<file path="config.mk">
export PLATFORM = sky130hd
export DESIGN_NAME = dac_spi_ctrl_flat
export DESIGN_NICKNAME = d
export VERILOG_FILES = /design/src/rtl/dac_spi_ctrl_if.sv /design/src/rtl/dac_spi_ctrl.sv /design/src/flat_wrapper.sv
export SDC_FILE = /design/constraint.sdc
export NUM_CORES = 1
export LEC_CHECK = 0
export CAP_MARGIN = 20
export CORE_MARGIN = 2
export CORE_UTILIZATION = 57
export CTS_BUF_LIST = sky130_fd_sc_hd__clkbuf_8 sky130_fd_sc_hd__clkbuf_16
export DETAILED_ROUTE_END_ITERATION = 8
export PLACE_DENSITY = 0.81
export SETUP_SLACK_MARGIN = 0.15
export SLEW_MARGIN = 20
export SYNTH_ARGS = -nofsm -noshare
export SYNTH_HDL_FRONTEND = slang
export SYNTH_SLANG_ARGS = --single-unit
</file>
<file path="constraint.sdc">
create_clock -name CLK -period 3.3 [get_ports CLK]
set_clock_uncertainty 0.05 [all_clocks]
set_input_delay 0.66 -clock CLK [delete_from_list [all_inputs] [get_ports CLK]]
set_output_delay 0.66 -clock CLK [all_outputs]
set_load 0.02 [all_outputs]
</file>
<file path="src/rtl/dac_spi_ctrl_if.sv">
// Write-request handshake between application logic and dac_spi_ctrl.
interface dac_spi_ctrl_if #(
  parameter int DATA_W = 12
);
  logic              REQ_VALID;
  logic              REQ_READY;
  logic [3:0]        REQ_ADDR;
  logic [DATA_W-1:0] REQ_DATA;

  modport master (output REQ_VALID, REQ_ADDR, REQ_DATA, input REQ_READY);
  modport slave  (input REQ_VALID, REQ_ADDR, REQ_DATA, output REQ_READY);
endinterface

</file>
<file path="src/rtl/dac_spi_ctrl.sv">
// SPI master for LTC2624/LTC2604: power-up DAC_CLR, then 32-bit write frames.
// Define DAC_SPI_READBACK_EN to check the SDO echo against the previous frame.
module dac_spi_ctrl #(
  parameter int         DATA_W     = 12,
  parameter int         SCK_DIV    = 2,
  parameter int         CLR_CYCLES = 4,
  parameter int         CS_GAP     = 2,
  parameter logic [3:0] CMD        = 4'b0011
) (
  input  logic           CLK,
  input  logic           RST_N,
  dac_spi_ctrl_if.slave  req,
  input  logic           SOFT_CLR,
  output logic           BUSY,
  output logic           DONE,
  output logic           ERR_ADDR,
  output logic           RB_ERR,
  output logic           SPI_SCK,
  output logic           SPI_MOSI,
  output logic           DAC_CS,
  output logic           DAC_CLR,
  input  logic           DAC_OUT
);

  typedef enum logic [2:0] {S_CLR, S_CLR_REC, S_IDLE, S_SETUP, S_SHIFT, S_GAP} state_t;

  localparam logic [15:0] CLR_LAST = 16'(CLR_CYCLES);
  localparam logic [15:0] GAP_LAST = 16'(CS_GAP - 1);
  localparam logic [15:0] DIV_LAST = 16'(SCK_DIV - 1);

  state_t      state;
  logic [15:0] cnt;
  logic [5:0]  bit_cnt;
  logic [30:0] shreg;
  logic        clr_pending;

  logic        addr_ok;
  logic [15:0] data16;
  logic [31:0] frame_in;

  assign req.REQ_READY = (state == S_IDLE) & ~SOFT_CLR;
  assign BUSY          = (state != S_IDLE);
  assign addr_ok       = (req.REQ_ADDR <= 4'd3) || (req.REQ_ADDR == 4'hF);
  // 12-bit samples are left-justified in the 16-bit data field
  assign data16        = 16'(req.REQ_DATA) << (16 - DATA_W);
  assign frame_in      = {8'h00, CMD, req.REQ_ADDR, data16};

`ifdef DAC_SPI_READBACK_EN
  logic [31:0] tx_frame;
  logic [31:0] prev_frame;
  logic [31:0] cap;
`else
  logic unused_dac_out;
  assign unused_dac_out = DAC_OUT;
  assign RB_ERR         = 1'b0;
`endif

  always_ff @(posedge CLK or negedge RST_N) begin
    if (!RST_N) begin
      state       <= S_CLR;
      cnt         <= '0;
      bit_cnt     <= '0;
      shreg       <= '0;
      clr_pending <= 1'b0;
      DAC_CS      <= 1'b1;
      SPI_SCK     <= 1'b0;
      SPI_MOSI    <= 1'b0;
      DAC_CLR     <= 1'b1;
      DONE        <= 1'b0;
      ERR_ADDR    <= 1'b0;
`ifdef DAC_SPI_READBACK_EN
      tx_frame    <= '0;
      prev_frame  <= '0;
      cap         <= '0;
      RB_ERR      <= 1'b0;
`endif
    end else begin
      DONE     <= 1'b0;
      ERR_ADDR <= 1'b0;
`ifdef DAC_SPI_READBACK_EN
      RB_ERR   <= 1'b0;
`endif
      if (SOFT_CLR && state != S_IDLE) clr_pending <= 1'b1;

      case (state)
        // from reset cnt starts at 0 with DAC_CLR high; explicit entries preload cnt=1
        S_CLR: begin
          if (cnt == CLR_LAST) begin
            DAC_CLR <= 1'b1;
            cnt     <= '0;
            state   <= S_CLR_REC;
          end else begin
            DAC_CLR <= 1'b0;
            cnt     <= cnt + 16'd1;
          end
        end

        S_CLR_REC: begin
          if (cnt == GAP_LAST) begin
            cnt   <= '0;
            state <= S_IDLE;
          end else begin
            cnt <= cnt + 16'd1;
          end
        end

        S_IDLE: begin
          if (SOFT_CLR) begin
            state       <= S_CLR;
            DAC_CLR     <= 1'b0;
            cnt         <= 16'd1;
            clr_pending <= 1'b0;
`ifdef DAC_SPI_READBACK_EN
            prev_frame  <= '0;
`endif
          end else if (req.REQ_VALID) begin
            if (addr_ok) begin
              shreg    <= frame_in[30:0];
              SPI_MOSI <= frame_in[31];
              DAC_CS   <= 1'b0;
              cnt      <= '0;
              bit_cnt  <= '0;
              state    <= S_SETUP;
`ifdef DAC_SPI_READBACK_EN
              tx_frame <= frame_in;
`endif
            end else begin
              ERR_ADDR <= 1'b1;
            end
          end
        end

        S_SETUP: begin
          if (cnt == DIV_LAST) begin
            SPI_SCK <= 1'b1;
            cnt     <= '0;
            state   <= S_SHIFT;
`ifdef DAC_SPI_READBACK_EN
            cap     <= {cap[30:0], DAC_OUT};
`endif
          end else begin
            cnt <= cnt + 16'd1;
          end
        end

        S_SHIFT: begin
          if (SPI_SCK) begin
            if (cnt == DIV_LAST) begin
              SPI_SCK <= 1'b0;
              cnt     <= '0;
              bit_cnt <= bit_cnt + 6'd1;
            end else begin
              cnt <= cnt + 16'd1;
            end
          end else begin
            // next bit one CLK after the falling edge; zeros shift in after bit 0
            if (cnt == '0) begin
              SPI_MOSI <= shreg[30];
              shreg    <= {shreg[29:0], 1'b0};
            end
            if (cnt == DIV_LAST) begin
              cnt <= '0;
              if (bit_cnt == 6'd32) begin
                DAC_CS <= 1'b1;
                DONE   <= 1'b1;
                state  <= S_GAP;
`ifdef DAC_SPI_READBACK_EN
                RB_ERR     <= (cap != prev_frame);
                prev_frame <= tx_frame;
`endif
              end else begin
                SPI_SCK <= 1'b1;
`ifdef DAC_SPI_READBACK_EN
                cap     <= {cap[30:0], DAC_OUT};
`endif
              end
            end else begin
              cnt <= cnt + 16'd1;
            end
          end
        end

        S_GAP: begin
          if (cnt == GAP_LAST) begin
            // a SOFT_CLR arriving on the final gap cycle is honoured here too
            if (clr_pending || SOFT_CLR) begin
              state       <= S_CLR;
              DAC_CLR     <= 1'b0;
              cnt         <= 16'd1;
              clr_pending <= 1'b0;
`ifdef DAC_SPI_READBACK_EN
              prev_frame  <= '0;
`endif
            end else begin
              cnt   <= '0;
              state <= S_IDLE;
            end
          end else begin
            cnt <= cnt + 16'd1;
          end
        end

        default: state <= S_CLR;
      endcase
    end
  end

endmodule
</file>
<file path="src/flat_wrapper.sv">
// flat-port wrapper written by rule: the top's interface ports become plain ports
module dac_spi_ctrl_flat 
#(
  parameter int         DATA_W     = 12,
  parameter int         SCK_DIV    = 2,
  parameter int         CLR_CYCLES = 4,
  parameter int         CS_GAP     = 2,
  parameter logic [3:0] CMD        = 4'b0011
)
  (CLK, RST_N, SOFT_CLR, BUSY, DONE, ERR_ADDR, RB_ERR, SPI_SCK, SPI_MOSI, DAC_CS, DAC_CLR, DAC_OUT, req_REQ_VALID, req_REQ_ADDR, req_REQ_DATA, req_REQ_READY);
  dac_spi_ctrl_if #(.DATA_W(DATA_W)) req_i ();
  input  logic CLK;
  input  logic RST_N;
  input  logic SOFT_CLR;
  output logic BUSY;
  output logic DONE;
  output logic ERR_ADDR;
  output logic RB_ERR;
  output logic SPI_SCK;
  output logic SPI_MOSI;
  output logic DAC_CS;
  output logic DAC_CLR;
  input  logic DAC_OUT;
  input wire logic [$bits(req_i.REQ_VALID)-1:0] req_REQ_VALID;
  input wire logic [$bits(req_i.REQ_ADDR)-1:0] req_REQ_ADDR;
  input wire logic [$bits(req_i.REQ_DATA)-1:0] req_REQ_DATA;
  output wire logic [$bits(req_i.REQ_READY)-1:0] req_REQ_READY;
  assign req_i.REQ_VALID = req_REQ_VALID;
  assign req_i.REQ_ADDR = req_REQ_ADDR;
  assign req_i.REQ_DATA = req_REQ_DATA;
  assign req_REQ_READY = req_i.REQ_READY;
  dac_spi_ctrl #(.DATA_W(DATA_W), .SCK_DIV(SCK_DIV), .CLR_CYCLES(CLR_CYCLES), .CS_GAP(CS_GAP), .CMD(CMD)) u_core (.CLK(CLK), .RST_N(RST_N), .req(req_i), .SOFT_CLR(SOFT_CLR), .BUSY(BUSY), .DONE(DONE), .ERR_ADDR(ERR_ADDR), .RB_ERR(RB_ERR), .SPI_SCK(SPI_SCK), .SPI_MOSI(SPI_MOSI), .DAC_CS(DAC_CS), .DAC_CLR(DAC_CLR), .DAC_OUT(DAC_OUT));
endmodule
</file>
# Word level (Yosys, flattened, before mapping)
# Index checks and enable logic that the tools add are counted.
[totals] inputBits=21 register_bits=63 out_inout_bits=9 elab_cells=125
[classes] muxes=66 n_reduce_logical=17 bitwise_logic=2 order_cmp=1 n_eq_ne=26 addsub=2
[ops] operator="31-bit two-way mux" n=5
[ops] operator="16-bit two-way mux" n=6
[ops] operator="16-bit one-hot mux with 4 select lines" n=1
[ops] operator="31-bit one-hot mux with 2 select lines" n=1
[ops] operator="1-bit two-way mux" n=30
[ops] operator="3-bit two-way mux" n=10
[ops] operator="6-bit two-way mux" n=5
[ops] operator="2-bit by 1-bit inequality test with 1-bit output (second input constant)" n=10
[ops] operator="3-bit one-hot mux with 6 select lines" n=1
[ops] operator="16-bit by 1-bit adder with 16-bit output (second input constant)" n=1
[ops] operator="16-bit by 1-bit == test with 1-bit output (second input constant)" n=1
[ops] operator="16-bit by 3-bit == test with 1-bit output (second input constant)" n=1
[ops] operator="16-bit zero test" n=1
[ops] operator="6-bit one-hot mux with 2 select lines" n=1
[ops] operator="6-bit AND reduction" n=2
[ops] operator="9-bit AND reduction" n=1
[ops] operator="2-bit inequality test (second input constant)" n=4
[ops] operator="1-bit one-hot mux with 2 select lines" n=4
[ops] operator="7-bit AND reduction" n=1
[ops] operator="6-bit by 1-bit adder with 6-bit output (second input constant)" n=1
[ops] operator="3-bit by 2-bit == test with 1-bit output (second input constant)" n=2
[ops] operator="3-bit == test (second input constant)" n=2
[ops] operator="6-bit == test (second input constant)" n=1
[ops] operator="3-bit by 2-bit inequality test with 1-bit output (second input constant)" n=2
[ops] operator="other kinds (18)" n=20

# Longest topological paths before layout
# Gate-level depths: netlist of run 1.
[depth] ltp_word=6 ltp_mapped=10 mapped_depth_nobuf=7

# Worst setup path before layout of run 1
# No wires, ideal clock.
[synth_path] path_type="input-to-reg" start="in SOFT_CLR" end="reg u_core.shreg[10]" stages=6 t_arrival_ns=2.380 setup_time_ns=0.140 setup_slack_ns=0.730 required_time_ns=3.110 n_path_buf=2 cell_sequence="nor4b_2 o211ai_1 a22oi_1 buf_2 buf_1 a31oi_1"
[synth_via] elab_chain_len=2
[synth_lines] element="start: declaration" line_no="flat_wrapper.sv:14" rtl="input logic SOFT_CLR;"
[synth_lines] element="2-bit inequality test (no source line)"
[synth_lines] element="6-bit AND reduction (no source line)"
[synth_lines] element="end signal: assignment" line_no="dac_spi_ctrl.sv:118" rtl="shreg <= frame_in[30:0];"
[synth_lines] element="end signal: assignment" line_no="dac_spi_ctrl.sv:159" rtl="shreg <= {shreg[29:0], 1'b0};"
[synth_lines] element="end: declaration" line_no="dac_spi_ctrl.sv:34" rtl="logic [30:0] shreg;"
# Every way passes these cells.
# A chain may end at the register's enable or synchronous reset.

# Worst setup path in the final report of run 1
[layout_path] start="in SOFT_CLR" end="out req_REQ_READY"
[layout_via] elab_chain_len=2
[layout_lines] element="1-bit NOT" line_no="dac_spi_ctrl.sv:41" rtl="assign req.REQ_READY = (state == S_IDLE) & ~SOFT_CLR;"
[layout_lines] element="1-bit bitwise AND" line_no="dac_spi_ctrl.sv:41"
[layout_lines] element="end: declaration" line_no="flat_wrapper.sv:27" rtl="output wire logic [$bits(req_i.REQ_READY)-1:0] req_REQ_READY;"
# Every way passes these cells.

==> load_flow_metrics.sql, run 1 <==
INSERT INTO impl_metrics (metric_group, metric, value, unit) VALUES
('run_status', 'status', 'finished clean', ''),
('setup_path', 'worstPathBufferInverterCount', '2', ''),
('yosys', 'synthesis.nets', '389', ''),
('place', 'gpl.final_weighted_congestion', '0.831', ''),
('floorplanning', 'io_pins', '30', ''),
('clocking', 'post-cts-setup-buffers', '0', ''),
('setup_path', 'r2r-end', 'u_core.cnt[14]', ''),
('global_routing', 'number_of_antenna_violations_at_the_first_check_in_global_routing', '0', ''),
('yosys', 'syn-cell-area', '0.00317', 'mm2'),
('timing', 'fin_crit_share', '85.9', '%'),
('yosys', 'yosys.area_share.adder', '1.97', '%'),
('setup_path', 'critPathSlowestCell', 'clkdlybuf4s50_1', ''),
('timing', 'hold_viol_final', '0', ''),
('setup_path', 'end_kind', 'primary output', ''),
('drt', 'post_drt_via_cell_ratio', '5.78', ''),
('yosys', 'post_synth.cell_area_avg', '8.74', 'um2'),
('layout', 'layout_cells_sized_above_1', '9.69', '%'),
('yosys', 'synthMuxAreaShare', '0.631', '%'),
('floorplanning', 'die_height', '78.6', 'um'),
('layout', 'sequential_cell_area', '0.00148', 'mm2'),
('yosys', 'yosys_warnings', '0', ''),
('floorplanning', 'core.rowCount', '27', ''),
('power', 'netSwitchingPower', '940', 'uW'),
('layout', 'instances_no_fill', '464', ''),
('yosys', 'synth_largest_type_area_fraction', '44.9', '%'),
('yosys', 'synth_enable_flop_cells', '0', ''),
('yosys', 'asyncSetResetFlopFracSynth', '100', '%'),
('yosys', 'yosysMostFrequentCell', 'dfrtp_1', ''),
('setup_path', 'path_cells', 'clkdlybuf4s50_1 -> nor4b_2 -> clkdlybuf4s50_1', ''),
('place', 'place_worst_setup_slack', '0.474', 'ns'),
('layout', 'finish.utilization', '67.6', '%'),
('layout', 'antenna_diode_count', '0', ''),
('drt', 'drt_first_iter_violations', '222', ''),
('setup_path', 'critPathArrivalTime', '2.13', 'ns'),
('yosys', 'commonest_cells_in_the_synthesized_netlist', 'dfrtp_1 (57), nand2_1 (45), nor2_1 (38), o21ai_0 (26), nand3_1 (25)', ''),
('drt', 'drt-pass1-iter-count', '4', ''),
('drt', 'drt-wirelength-per-cell', '14.5', 'um'),
('timing', 'slew_headroom', '42.5', '%'),
('layout', 'multi_input_area', '0.00151', 'mm2'),
('timing', 'timing.setup.tns', '0', 'ns'),
('layout', 'stdcell_area', '0.00367', 'mm2'),
('place', 'placement.cell_area', '0.00351', 'mm2'),
('setup_path', 'reg2reg_setup_slack', '0.79', 'ns'),
('power', 'cell_internal_pwr', '1.50', 'mW'),
('yosys', 'synth_top_family_by_area', 'simple AND/OR/NAND/NOR gates', ''),
('power', 'leakagePower', '1.54', 'nW'),
('yosys', 'synth-main-ff-cell', 'dfrtp_1', ''),
('setup_path', 'critical_path_peak_fanout', '6', ''),
('setup_path', 'timing.setup.critical_path_class', 'primary input to primary output', ''),
('clocking', 'clock_latency_of_the_later_clocked_register_in_the_worst_skew_pair', '0.35', 'ns'),
('clocking', 'clk_pin_slew_worst_paths', '0.08', 'ns'),
('setup_path', 'critical_path.top_delay_family', 'buffers and inverters', ''),
('power', 'worst_ir_drop_vdd', '0.000448', 'V'),
('clocking', 'cts.hold.buffers_added', '0', ''),
('layout', 'number_of_nets_in_the_final_layout', '413', ''),
('timing', 'worst-slew-pin-transition', '0.862', 'ns'),
('setup_path', 'timing.critical_path.required', '2.59', 'ns'),
('global_routing', 'grt-ovfl-total', '0', ''),
('power', 'pwr-share-seq', '43.5', '%'),
('yosys', 'synth-simple-area-share', '26.7', '%'),
('timing', 'max_clock_freq', '0.353', 'GHz'),
('setup_path', 'reg2regPathDepth', '8', ''),
('setup_path', 'most_used_cell_cp', 'clkdlybuf4s50_1', ''),
('timing', 'finalWorstPathRequiredPeriod', '2.84', 'ns'),
('layout', 'n_fill_cell', '429', ''),
('clocking', 'post_cts.resized_instances', '0', ''),
('clocking', 'cts_tree', 'built', ''),
('timing', 'finalSetupViolCount', '0', ''),
('yosys', 'postSynthRegisterBits', '59', ''),
('floorplanning', 'initial_utilization', '58.4', '%'),
('worst_hold_path', 'worstHoldPathType', 'primary input to async pin', '');
registers in the layout, summed over array words and instances (netlist names):
register	flops
u_core.shreg	27
u_core.cnt	16
u_core.bit_cnt	6
u_core.state	3
u_core.DAC_CLR	1
u_core.DAC_CS	1
u_core.DONE	1
u_core.ERR_ADDR	1
u_core.SPI_MOSI	1
u_core.SPI_SCK	1
u_core.clr_pending	1
layer usage:
| metal | track usage [%] | share of wire, % |
|---|---|---|
| met2 | 37.3 | 47 |
| met5 | 0 | 0 |
| met4 | 9.12 | 1.8 |
| met1 | 34.4 | 48 |
| met3 | 5.29 | 3.5 |
through the flow:
| step | power, mW | hold WS (ns) |
|---|---|---|
| 2_1_floorplan | 1.66 | 0.314 |
| 3_3_place_gp | 1.84 | 0.431 |
| 3_5_place_dp | 1.88 | 0.434 |
| 4_1_cts | 2.45 | 0.130 |
| 5_1_grt | 2.63 | 0.147 |
| 6_report | 2.44 | 0.132 |
area by class of cell:
cell class | instances | area share (%)
clock buffers | 9 | 3.37
flip-flops and latches | 59 | 40.2
repair buffers | 37 | 9.60
well taps | 72 | 2.45
inverters | 19 | 1.94
clock inverters | 7 | 1.19
multi-input cells | 261 | 41.2
power groups by stage:
stage                     Sequential [mW]  Clock (mW)  Combinational, mW
after floorplan                     0.985           0              0.680
after global placement               1.06           0              0.778
after detailed placement             1.07           0              0.807
after CTS                            1.06       0.582              0.813
after global routing                 1.09       0.611              0.930
final                                1.06       0.570              0.812
cell usage in the layout (no fill, tap or decap), types with 2 or more instances in the layout:
cell type / instances
dfrtp_1: 57
nand2_1: 45
nor2_1: 38
o21ai_0: 26
clkdlybuf4s50_1: 26
nand3_1: 25
inv_1: 19
a31oi_1: 18
nand4_1: 14
xor2_1: 12
a21oi_1: 10
clkbuf_8: 9
buf_4: 9
nor3_1: 6
nor4_1: 5
ha_1: 5
nor2b_1: 4
and4_1: 4
clkinv_2: 4
or4_1: 3
and3_1: 3
o31ai_1: 3
a211oi_1: 3
nand2b_1: 2
and3b_1: 2
mux2i_1: 2
or3_1: 2
a211o_1: 2
a22o_1: 2
clkinvlp_4: 2
dfstp_2: 2
cells by family after synthesis:
family                     Yosys count
muxes                                2
DFF                                 59
buffers and inverters               43
other                                1
and+or+nand+nor                    166
xor gates and xnor gates            12
adders and majority gates            5
AOI/OAI and AO/OA                   75
how the worst max path moves through the flow:
stage	from	endpoint	slack, ns
5_1_grt	SOFT_CLR	req_REQ_READY	0.41
3_3_place_gp	SOFT_CLR	req_REQ_READY	0.49
2_1_floorplan	SOFT_CLR	u_core.shreg[10]	0.73
4_1_cts	SOFT_CLR	req_REQ_READY	0.46
6_report	SOFT_CLR	req_REQ_READY	0.46
3_5_place_dp	SOFT_CLR	req_REQ_READY	0.47
(Power assumes the default switching activity.)
==> inputs of run 2 (changes only) <==
--- a/config.mk
+++ b/config.mk
@@ -11,7 +11,6 @@
 export CTS_BUF_LIST = sky130_fd_sc_hd__clkbuf_8 sky130_fd_sc_hd__clkbuf_16
 export DETAILED_ROUTE_END_ITERATION = 8
 export PLACE_DENSITY = 0.81
-export SETUP_SLACK_MARGIN = 0.15
 export SLEW_MARGIN = 20
 export SYNTH_ARGS = -nofsm -noshare
 export SYNTH_HDL_FRONTEND = slang
==> results of run 2 <==
Same layout as run 1: the final DEF is identical, and so are final timing and power.
